`config.mk`:
```
export PLATFORM = sky130hd
export DESIGN_NAME = joypad_pad_bridge
export DESIGN_NICKNAME = d
export VERILOG_FILES = /design/src/rtl/joypad_pkg.sv /design/src/rtl/joypad_pad_bridge_snes_pad_reader.sv /design/src/rtl/joypad_pad_bridge.sv
export SDC_FILE = /design/constraint.sdc
export NUM_CORES = 1
export LEC_CHECK = 0
export ABC_AREA = 1
export CAP_MARGIN = 20
export CORE_MARGIN = 1
export CORE_UTILIZATION = 55
export DETAILED_ROUTE_END_ITERATION = 8
export DONT_BUFFER_PORTS = 1
export HOLD_SLACK_MARGIN = 0.02
export PLACE_DENSITY = 0.7
export SYNTH_ARGS = -nofsm -noshare
export SYNTH_HDL_FRONTEND = slang
export SYNTH_SLANG_ARGS = --single-unit
```
`constraint.sdc`:
```
create_clock -name clock -period 4.7 [get_ports clock]
set_clock_uncertainty 0.05 [all_clocks]
set_input_delay 1.175 -clock clock [delete_from_list [all_inputs] [get_ports clock]]
set_output_delay 1.175 -clock clock [all_outputs]
set_load 0.05 [all_outputs]
```
`src/rtl/joypad_pkg.sv`:
```
// joypad_pkg: constants and types shared by the SNES pad reader and the
// Game Boy P1 bridge.
//   - SNES serial bit positions for the buttons the Game Boy can use
//     (Y, X, L and R are read off the wire but never mapped).
//   - Game Boy group bit positions inside each P1 nibble.
//   - Signature mask: a genuine pad always shifts out 1s in bits 12-15.
//   - Reader FSM state enum.
//   - remap_frame: SNES frame -> active-low {action, direction} byte.
package joypad_pkg;

    localparam int SNES_B      = 0;
    localparam int SNES_SELECT = 2;
    localparam int SNES_START  = 3;
    localparam int SNES_UP     = 4;
    localparam int SNES_DOWN   = 5;
    localparam int SNES_LEFT   = 6;
    localparam int SNES_RIGHT  = 7;
    localparam int SNES_A      = 8;

    // Direction group (low nibble of buttons)
    localparam int GB_RIGHT  = 0;
    localparam int GB_LEFT   = 1;
    localparam int GB_UP     = 2;
    localparam int GB_DOWN   = 3;
    // Action group (high nibble of buttons)
    localparam int GB_A      = 0;
    localparam int GB_B      = 1;
    localparam int GB_SELECT = 2;
    localparam int GB_START  = 3;

    localparam logic [15:0] SIG_MASK = 16'hF000;

    typedef enum logic [2:0] {
        ST_IDLE  = 3'd0,
        ST_LATCH = 3'd1,
        ST_LOW   = 3'd2,
        ST_HIGH  = 3'd3,
        ST_DONE  = 3'd4
    } state_t;

    // Both sides are active-low, so this is a pure bit permutation.
    function automatic logic [7:0] remap_frame(input logic [15:0] frame);
        logic [7:0] b;
        b = 8'hFF;
        b[4 + GB_START]  = frame[SNES_START];
        b[4 + GB_SELECT] = frame[SNES_SELECT];
        b[4 + GB_B]      = frame[SNES_B];
        b[4 + GB_A]      = frame[SNES_A];
        b[GB_DOWN]       = frame[SNES_DOWN];
        b[GB_UP]         = frame[SNES_UP];
        b[GB_LEFT]       = frame[SNES_LEFT];
        b[GB_RIGHT]      = frame[SNES_RIGHT];
        return b;
    endfunction

endpackage

```
`src/rtl/joypad_pad_bridge_snes_pad_reader.sv`:
```
// snes_pad_reader: polls an SNES pad over latch/clock/data.
//   clock, reset_n : clock and async active-low reset
//   pad_data       : serial data from the pad (async, active-low)
//   pad_latch      : latch pulse, 2*CLK_DIV cycles
//   pad_clk        : serial clock, idles high, CLK_DIV low + CLK_DIV high per bit
//   frame          : 16 bits shifted in during the current/last poll
//   frame_valid    : one-cycle strobe in DONE when bits 12-15 all read 1
//   frame_err      : one-cycle strobe in DONE when the signature is wrong
//   state          : FSM state, for debug visibility
module snes_pad_reader
    import joypad_pkg::*;
#(
    parameter int CLK_DIV     = 200,
    parameter int POLL_PERIOD = 550000
) (
    input  logic        clock,
    input  logic        reset_n,
    input  logic        pad_data,
    output logic        pad_latch,
    output logic        pad_clk,
    output logic [15:0] frame,
    output logic        frame_valid,
    output logic        frame_err,
    output state_t      state
);

    localparam int PH_W   = $clog2(2 * CLK_DIV);
    localparam int POLL_W = $clog2(POLL_PERIOD);
    localparam logic [PH_W-1:0]   LATCH_LAST = PH_W'(2 * CLK_DIV - 1);
    localparam logic [PH_W-1:0]   PHASE_LAST = PH_W'(CLK_DIV - 1);
    localparam logic [POLL_W-1:0] POLL_MAX   = POLL_W'(POLL_PERIOD - 1);

    logic [1:0]        sync_q;
    logic              data_s;
    logic [POLL_W-1:0] poll_cnt;
    logic              poll_expired;
    logic              poll_start;
    logic [PH_W-1:0]   ph_cnt;
    logic [3:0]        bit_idx;
    logic [15:0]       shreg;

    always_ff @(posedge clock or negedge reset_n) begin
        if (!reset_n) sync_q <= 2'b11;
        else          sync_q <= {sync_q[0], pad_data};
    end
    assign data_s = sync_q[1];

    // A poll may start from IDLE, or straight out of DONE when the counter
    // expired (and saturated) while the previous frame was still running.
    assign poll_expired = (poll_cnt == POLL_MAX);
    assign poll_start   = poll_expired && (state == ST_IDLE || state == ST_DONE);

    // Reset value is the terminal count so the first poll begins on the
    // first clock after reset release.
    always_ff @(posedge clock or negedge reset_n) begin
        if (!reset_n)          poll_cnt <= POLL_MAX;
        else if (poll_start)   poll_cnt <= '0;
        else if (!poll_expired) poll_cnt <= poll_cnt + 1'b1;
    end

    always_ff @(posedge clock or negedge reset_n) begin
        if (!reset_n) begin
            state       <= ST_IDLE;
            ph_cnt      <= '0;
            bit_idx     <= '0;
            shreg       <= '1;
            pad_latch   <= 1'b0;
            pad_clk     <= 1'b1;
            frame_valid <= 1'b0;
            frame_err   <= 1'b0;
        end else begin
            frame_valid <= 1'b0;
            frame_err   <= 1'b0;
            case (state)
                ST_IDLE, ST_DONE: begin
                    pad_clk <= 1'b1;
                    if (poll_start) begin
                        state     <= ST_LATCH;
                        pad_latch <= 1'b1;
                        ph_cnt    <= '0;
                        shreg     <= '1;
                    end else begin
                        state     <= ST_IDLE;
                        pad_latch <= 1'b0;
                    end
                end
                ST_LATCH: begin
                    if (ph_cnt == LATCH_LAST) begin
                        state     <= ST_LOW;
                        pad_latch <= 1'b0;
                        pad_clk   <= 1'b0;
                        ph_cnt    <= '0;
                        bit_idx   <= '0;
                    end else begin
                        ph_cnt <= ph_cnt + 1'b1;
                    end
                end
                ST_LOW: begin
                    // Sample on the last low cycle: the pad changed data on
                    // the previous rising edge, long past the synchronizer.
                    if (ph_cnt == PHASE_LAST) begin
                        shreg[bit_idx] <= data_s;
                        state          <= ST_HIGH;
                        pad_clk        <= 1'b1;
                        ph_cnt         <= '0;
                    end else begin
                        ph_cnt <= ph_cnt + 1'b1;
                    end
                end
                ST_HIGH: begin
                    if (ph_cnt == PHASE_LAST) begin
                        ph_cnt <= '0;
                        if (bit_idx == 4'd15) begin
                            // Strobes are registered so they sit in the DONE cycle.
                            state <= ST_DONE;
                            if ((shreg & SIG_MASK) == SIG_MASK) frame_valid <= 1'b1;
                            else                                frame_err   <= 1'b1;
                        end else begin
                            state   <= ST_LOW;
                            pad_clk <= 1'b0;
                            bit_idx <= bit_idx + 1'b1;
                        end
                    end else begin
                        ph_cnt <= ph_cnt + 1'b1;
                    end
                end
                default: begin
                    state     <= ST_IDLE;
                    pad_latch <= 1'b0;
                    pad_clk   <= 1'b1;
                end
            endcase
        end
    end

    assign frame = shreg;

endmodule

```
`src/rtl/joypad_pad_bridge.sv`:
```
// joypad_pad_bridge: SNES pad in, Game Boy P1 select/data out.
//   clock, reset_n       : clock and async active-low reset
//   pad_latch, pad_clk   : outputs to the SNES pad
//   pad_data             : serial data from the pad (active-low)
//   joypad_sel[1:0]      : bit0 low = direction group, bit1 low = action group
//   joypad_data[3:0]     : active-low P1 nibble, registered
//   buttons[7:0]         : committed {Start,Select,B,A,Down,Up,Left,Right}, active-low
//   poll_done, frame_err : one-cycle strobes for accepted / rejected frames
//   debug_state          : reader FSM state
module joypad_pad_bridge
    import joypad_pkg::*;
#(
    parameter int CLK_DIV     = 200,
    parameter int POLL_PERIOD = 550000
) (
    input  logic       clock,
    input  logic       reset_n,
    output logic       pad_latch,
    output logic       pad_clk,
    input  logic       pad_data,
    input  logic [1:0] joypad_sel,
    output logic [3:0] joypad_data,
    output logic [7:0] buttons,
    output logic       poll_done,
    output logic       frame_err,
    output state_t     debug_state
);

    logic [15:0] frame;
    logic        frame_valid;
    logic [7:0]  buttons_next;

    snes_pad_reader #(
        .CLK_DIV     (CLK_DIV),
        .POLL_PERIOD (POLL_PERIOD)
    ) u_reader (
        .clock       (clock),
        .reset_n     (reset_n),
        .pad_data    (pad_data),
        .pad_latch   (pad_latch),
        .pad_clk     (pad_clk),
        .frame       (frame),
        .frame_valid (frame_valid),
        .frame_err   (frame_err),
        .state       (debug_state)
    );

    assign poll_done    = frame_valid;
    assign buttons_next = frame_valid ? remap_frame(frame) : buttons;

    // The P1 mux looks at buttons_next so a commit and a select change on
    // the same edge both show up in the very next joypad_data.
    always_ff @(posedge clock or negedge reset_n) begin
        if (!reset_n) begin
            buttons     <= 8'hFF;
            joypad_data <= 4'hF;
        end else begin
            buttons     <= buttons_next;
            joypad_data <= (joypad_sel[0] ? 4'hF : buttons_next[3:0]) &
                           (joypad_sel[1] ? 4'hF : buttons_next[7:4]);
        end
    end

endmodule

```
==> results of run 1 <==
-- synth_stat cells (all sizes together) --
master	n
nand2	110
inv	60
nor2	47
dfstp	37
nand4	32
nand3	30
dfrtp	29
o21ai	26
nor3	10
a21oi	8
mux2	8
buf	7
xnor2	7
xor2	7
ha	6
o22ai	4
clkbuf	3
o211ai	3
a31oi	2
o21a	2
o31ai	2
and3	1
o221ai	1
-- sequential cells by signal, summed over array words and instances, names as in the netlist --
register and cells:
u_reader.poll_cnt 20, u_reader.state 3, joypad_data 4, u_reader.ph_cnt 9
u_reader.sync_q 2, u_reader.pad_latch 1, u_reader.frame 12, u_reader.frame_err 1
buttons 8, u_reader.frame_valid 1, u_reader.pad_clk 1, u_reader.bit_idx 4
-- area by class of cell --
type | instances | area, µm²
clock inverters | 7 | 75.1
well taps | 77 | 96.3
clock buffers | 9 | 124
inverters | 60 | 225
flip-flops and latches | 66 | 1700
fillers | 565 | 2490
multi-input cells | 306 | 1610
-- per-layer routing --
layer | vias to the layer above | wire (µm)
met3 | 7 | 289
li1 | 1462 | -
met1 | 1306 | 3540
met4 | 0 | 94
met5 | - | 0
met2 | 44 | 2950
-- power by group --
| part | switching (µW) | total (µW) | internal [µW] |
|---|---|---|---|
| combinational | 1.90 | 3.07 | 1.16 |
| sequential | 7.15 | 581 | 574 |
| clock | 238 | 486 | 248 |
-- per-stage QoR --
stage | hold WS [ns] | worst slack [ns]
6_report | 0.309 | 2.18
5_1_grt | 0.321 | 1.86
4_1_cts | 0.309 | 2.20
3_5_place_dp | 0.297 | 2.21
3_3_place_gp | 0.296 | 2.28
2_1_floorplan | 0.295 | 2.79
-- logic make-up (layout without fill, tap and decap cells) --
group	Yosys count	after routing
AO/OA/AOI/OAI	48	48
XOR/XNOR	14	14
adder cells (fa/ha/maj)	6	6
buffers and inverters	70	76
flip-flops	66	66
multiplexers	8	8
AND/OR/NAND/NOR	230	230
-- final timing paths --
path	end	slack [ns]
max	u_reader.frame[3]$_DFFE_PN1P_	2.18
min	u_reader.sync_q[1]$_DFF_PN1_	0.31
max reg2reg	u_reader.frame[3]$_DFFE_PN1P_	2.18
min reg2reg	u_reader.sync_q[1]$_DFF_PN1_	0.31
max in group asynchronous	u_reader.poll_cnt[1]$_DFFE_PN1P_	3.93
min in group asynchronous	u_reader.poll_cnt[8]$_DFFE_PN0P_	0.47
==> impl_metrics.json, run 1 <==
{
  "fin_setup_tns_ns": 0,
  "crit_family": "simple AND/OR/NAND/NOR gates",
  "grt_pass1_vias": 2671,
  "startpoint": "u_reader.state[1]$_DFFE_PN0P_",
  "ir_drop_v": 0.000188,
  "die_w_um": 82.8,
  "root_buffer": "clkbuf_8",
  "synth.avg_cell_area_um2": 8.12,
  "cap_violations": 0,
  "synth-compound-area-share_pct": 7.60,
  "nNetsFinal": 454,
  "reg2reg_from": "u_reader.state[1]$_DFFE_PN0P_",
  "dieArea_um2": 6850,
  "core_region_area_um2": 6310,
  "dr.pass1.iters": 4,
  "cts_resized": 0,
  "area_growth_pct": 6.63,
  "cts_buffer_depth": 2,
  "synth_xor_xnor_area_share_pct": 3.42,
  "port_buffers": 0,
  "cp_common_cell": "nand2_1",
  "path_max_fanout": 25,
  "hp-start": "u_reader.sync_q[0]$_DFF_PN1_",
  "crit_buf_inv": 3,
  "grt_overflow": 0,
  "crit_arrival_ns": 2.75,
  "max_freq_mhz": 397,
  "finish.utilization_pct": 60.6,
  "ys_types": 32,
  "grt_most_used_layer": "met2",
  "final_cell_mix": "nand2_1 (106), inv_1 (55), nor2_1 (44)",
  "drc": 0,
  "cts_tree": "yes",
  "synth_top_area_cell": "dfstp_2",
  "clkTransAtPathRegs_ns": 0.08,
  "antenna_left": 0,
  "ios": 24,
  "start_util_pct": 56.8,
  "synthSimpleGateAreaFrac_pct": 29.2,
  "ys_seq_area_share_pct": 47.3,
  "rsz0062_at_grt": "false",
  "grt_max_degree": 67,
  "vias_per_cell": 5.37,
  "max_stage_delay_ns": 0.67,
  "place_area_um2": 3630,
  "cp.required_ns": 4.93,
  "synth_nets": 453,
  "cts_made_buffers": 9,
  "crit_chain": "inv_1 > nor2_4 > inv_2 > nor2_4 > inv_2 > nand2_1 > nand4_1 > nand2_1 > nand2_1",
  "finalHoldViolCount": 0,
  "antenna_found_initial": 0,
  "p_leak_uw": 0.00176,
  "synthAdderAreaFrac_pct": 2.09,
  "layout_commonest_cell": "nand2_1",
  "final_layout_size_suffix_gt1_share_pct": 17.4,
  "synth_cells": 442,
  "drtIter0Drc": 151,
  "final-setup-viol-count": 0,
  "p_per_area_nw_per_um2": 280,
  "cp-end-kind": "flop",
  "final_cells": 525,
  "ys_ff_latch": 66,
  "wl_per_cell_um": 13.1,
  "grt_pass1_wl_mm": 12.2,
  "drv_slew": 0,
  "whs_path_depth": 0,
  "synthMuxAreaShare_pct": 2.51,
  "cp.depth": 9,
  "relSlewSlack_pct": 48.8,
  "clkLatencyLatePin_ns": 0.35,
  "routed_wl_mm": 6.87,
  "finalPower_uw": 1070,
  "synth_area_um2": 3590,
  "synth_top_family_by_area": "simple AND/OR/NAND/NOR gates",
  "synth_top_area_share_pct": 27.1,
  "grtUsageMet1_pct": 33.1,
  "period_needed_ns": 2.52,
  "startpoint_type": "flop",
  "status": "completed",
  "slowest_stage": "dfrtp_1",
  "postCtsSetupRepairBufs": 0,
  "ys_top_cells_by_area": "dfstp_2 (27%), dfrtp_1 (20%), nand2_1 (11%)",
  "vias": 2819,
  "gp_congestion": 0.875,
  "use_met2_pct": 34.1,
  "dieHeight_um": 82.8,
  "fin_crit_sh_pct": 53.6,
  "gr-usage-all-layers_pct": 23.5,
  "diodes": 0,
  "cts_hold_buf": 0,
  "ys_warn_count": 0,
  "worstSetupPathType": "reg2reg",
  "final_area_um2": 3820,
  "reg2reg_depth": 9,
  "htree_levels": 3,
  "cts.sinks": 66,
  "hpwl_mm": 4.83,
  "dp.cells": 509,
  "hold_class": "reg2reg",
  "tightest_slew_ns": 0.768,
  "met3_usage_pct": 7.03,
  "fp-row-count": 29
}
Note: power is estimated with default switching activity, not from simulation.
==> run 2: changes to the inputs <==
--- a/config.mk
+++ b/config.mk
@@ -12,7 +12,7 @@
 export DETAILED_ROUTE_END_ITERATION = 8
 export DONT_BUFFER_PORTS = 1
 export HOLD_SLACK_MARGIN = 0.02
-export PLACE_DENSITY = 0.7
+export PLACE_DENSITY = 0.73
 export SYNTH_ARGS = -nofsm -noshare
 export SYNTH_HDL_FRONTEND = slang
 export SYNTH_SLANG_ARGS = --single-unit
==> constraint.sdc (replaced) <==
create_clock -name clock -period 2.25 [get_ports clock]
set_clock_uncertainty 0.05 [all_clocks]
set_input_delay 0.5625 -clock clock [delete_from_list [all_inputs] [get_ports clock]]
set_output_delay 0.5625 -clock clock [all_outputs]
set_load 0.05 [all_outputs]
==> run 2 against run 1 <==
Net effect: flip-flop and latch count unchanged; design area up 2.7%; critical endpoint is now u_reader.frame[4]$_DFFE_PN1P_; non-clock buffer count increased by 10; via count increased by 1.6%; first-iteration DRC count is 7.3% lower; core utilization is 1.6 points higher; final cell count up 1.9%.
==> impl_metrics.json, run 2 (synthesis results as in run 1) <==
{
  "status": "completed",
  "path_max_fanout": 11,
  "p_per_area_nw_per_um2": 575,
  "cp_common_cell": "nand2_1",
  "crit_chain": "ha_1 > nand3_1 > nor2_1 > nand3_1 > nand2_1 > nand4_1 > nand2_1 > nand2_1",
  "gr-usage-all-layers_pct": 23.1,
  "core_region_area_um2": 6310,
  "reg2reg_depth": 8,
  "r2r-end": "u_reader.frame[4]$_DFFE_PN1P_",
  "largest-register": "u_reader.poll_cnt",
  "cp.required_ns": 2.48,
  "worstSetupPathType": "reg2reg",
  "routed_wl_mm": 7.13,
  "cts_tree": "yes",
  "rrSetupSlack_ns": 0.22,
  "crit_arrival_ns": 2.26,
  "fin_crit_sh_pct": 90.3,
  "gp_congestion": 0.878,
  "antenna_found_initial": 0,
  "rsz0062_at_grt": "false",
  "final_area_um2": 3930,
  "hold_class": "in2async",
  "port_buffers": 0,
  "root_buffer": "clkbuf_8",
  "vias": 2865,
  "wl_per_cell_um": 13.3,
  "nNetsFinal": 464,
  "fp-row-count": 29,
  "htree_levels": 3,
  "slowest_stage": "dfstp_2",
  "clkLatencyLatePin_ns": 0.34,
  "period_needed_ns": 2.03,
  "p_leak_uw": 0.00182,
  "hpwl_mm": 5.01,
  "grtUsageMet1_pct": 31.6,
  "max_freq_mhz": 492,
  "drc": 0,
  "dieHeight_um": 82.8,
  "grt_max_degree": 67,
  "start_util_pct": 56.8,
  "final_layout_size_suffix_gt1_share_pct": 19.2,
  "ir_drop_v": 0.000415,
  "largest_register_ffs": 20,
  "grt_pass1_wl_mm": 11.8,
  "finish.utilization_pct": 62.2,
  "vias_per_cell": 5.36,
  "cap_violations": 0,
  "dr.pass1.iters": 4,
  "die_w_um": 82.8,
  "ios": 24,
  "reg2reg_from": "u_reader.poll_cnt[0]$_DFFE_PN1P_",
  "drv_slew": 0,
  "postCtsSetupRepairBufs": 0,
  "layout_commonest_cell": "nand2_1",
  "drtIter0Drc": 140,
  "final-setup-viol-count": 0,
  "finalHoldViolCount": 0,
  "grt_pass1_vias": 2599,
  "cts_buffer_depth": 2,
  "clkTransAtPathRegs_ns": 0.08,
  "diodes": 0,
  "cp-end-kind": "flop",
  "dp.cells": 518,
  "startpoint_type": "flop",
  "hold_slack_ns": 0.0476,
  "final_cell_mix": "nand2_1 (106), inv_1 (55), nor2_1 (44)",
  "dieArea_um2": 6850,
  "cts.sinks": 66,
  "use_met2_pct": 35.0,
  "relSlewSlack_pct": 68.5,
  "grt_most_used_layer": "met2",
  "cts_made_buffers": 9,
  "met3_usage_pct": 5.27,
  "grt_overflow": 0,
  "place_area_um2": 3690,
  "final_cells": 535,
  "fin_setup_tns_ns": 0,
  "max_stage_delay_ns": 0.56,
  "tightest_slew_ns": 0.472,
  "area_growth_pct": 9.49,
  "antenna_left": 0
}
==> run 2: repair_timing <==
item                                    4_1_cts  5_1_grt
hold buffers                                  1        0
endpoints found under the setup margin        0        4
resized for setup                             0        1
endpoints found under the hold margin        66        0
==> run 2: metal layers <==
| metal | part of all wire [%] | wire length, µm | vias to the layer above |
|---|---|---|---|
| met4 | 1.5 | 104 | 0 |
| met5 | 0 | 0 | - |
| met3 | 4.3 | 308 | 10 |
| met2 | 45 | 3230 | 48 |
| li1 | - | - | 1476 |
| met1 | 49 | 3490 | 1331 |
==> run 2: worst max-delay path by stage <==
| stage | from | to | depth (start not counted) |
|---|---|---|---|
| floorplan | u_reader.state[1]$_DFFE_PN0P_ | u_reader.frame[0]$_DFFE_PN1P_ | 10 |
| global placement | u_reader.poll_cnt[0]$_DFFE_PN1P_ | u_reader.frame[2]$_DFFE_PN1P_ | 7 |
| detailed placement | u_reader.poll_cnt[0]$_DFFE_PN1P_ | u_reader.frame[5]$_DFFE_PN1P_ | 7 |
| CTS | u_reader.poll_cnt[0]$_DFFE_PN1P_ | u_reader.frame[5]$_DFFE_PN1P_ | 7 |
| global route | u_reader.poll_cnt[0]$_DFFE_PN1P_ | u_reader.frame[4]$_DFFE_PN1P_ | 8 |
| finish | u_reader.poll_cnt[0]$_DFFE_PN1P_ | u_reader.frame[4]$_DFFE_PN1P_ | 8 |
==> run 2: report_power, final <==
group          internal [µW]  leakage, µW  switching [µW]
combinational           7.56     0.000931            25.6
clock                    521     0.000104             488
sequential              1200     0.000784            15.0
total                   1730      0.00182             529
==> run 2: layout make-up <==
class | instances | area, µm²
Timing Repair Buffer | 10 | 95.1
Fill cell | 545 | 2390
Multi-Input combinational cell | 306 | 1610
Sequential cell | 66 | 1700
Tap cell | 77 | 96.3
Clock buffer | 9 | 124
Inverter | 60 | 225
Clock inverter | 7 | 75.1
==> run 2: stage by stage <==
| stage | total power (µW) | setup WS, ns |
|---|---|---|
| after floorplan | 1240 | 0.423 |
| after global placement | 1240 | 0.269 |
| after detailed placement | 1240 | 0.177 |
| after CTS | 2290 | 0.162 |
| after global routing | 2340 | 0.0423 |
| final | 2260 | 0.219 |
==> run 2: critical path: cells and delay by family, from the launching register on <==
kind / cells / cell delay, ns
fa+ha+maj: 1 / 0.18
flops: 1 / 0.56
simple gates: 7 / 1.18
==> run 3: changes to the inputs <==
--- a/config.mk
+++ b/config.mk
@@ -9,6 +9,7 @@
 export CAP_MARGIN = 20
 export CORE_MARGIN = 1
 export CORE_UTILIZATION = 55
+export CTS_CLUSTER_DIAMETER = 30
 export DETAILED_ROUTE_END_ITERATION = 8
 export DONT_BUFFER_PORTS = 1
 export HOLD_SLACK_MARGIN = 0.02
==> results of run 3 <==
Final layout, timing and power as in run 2 (identical DEF).
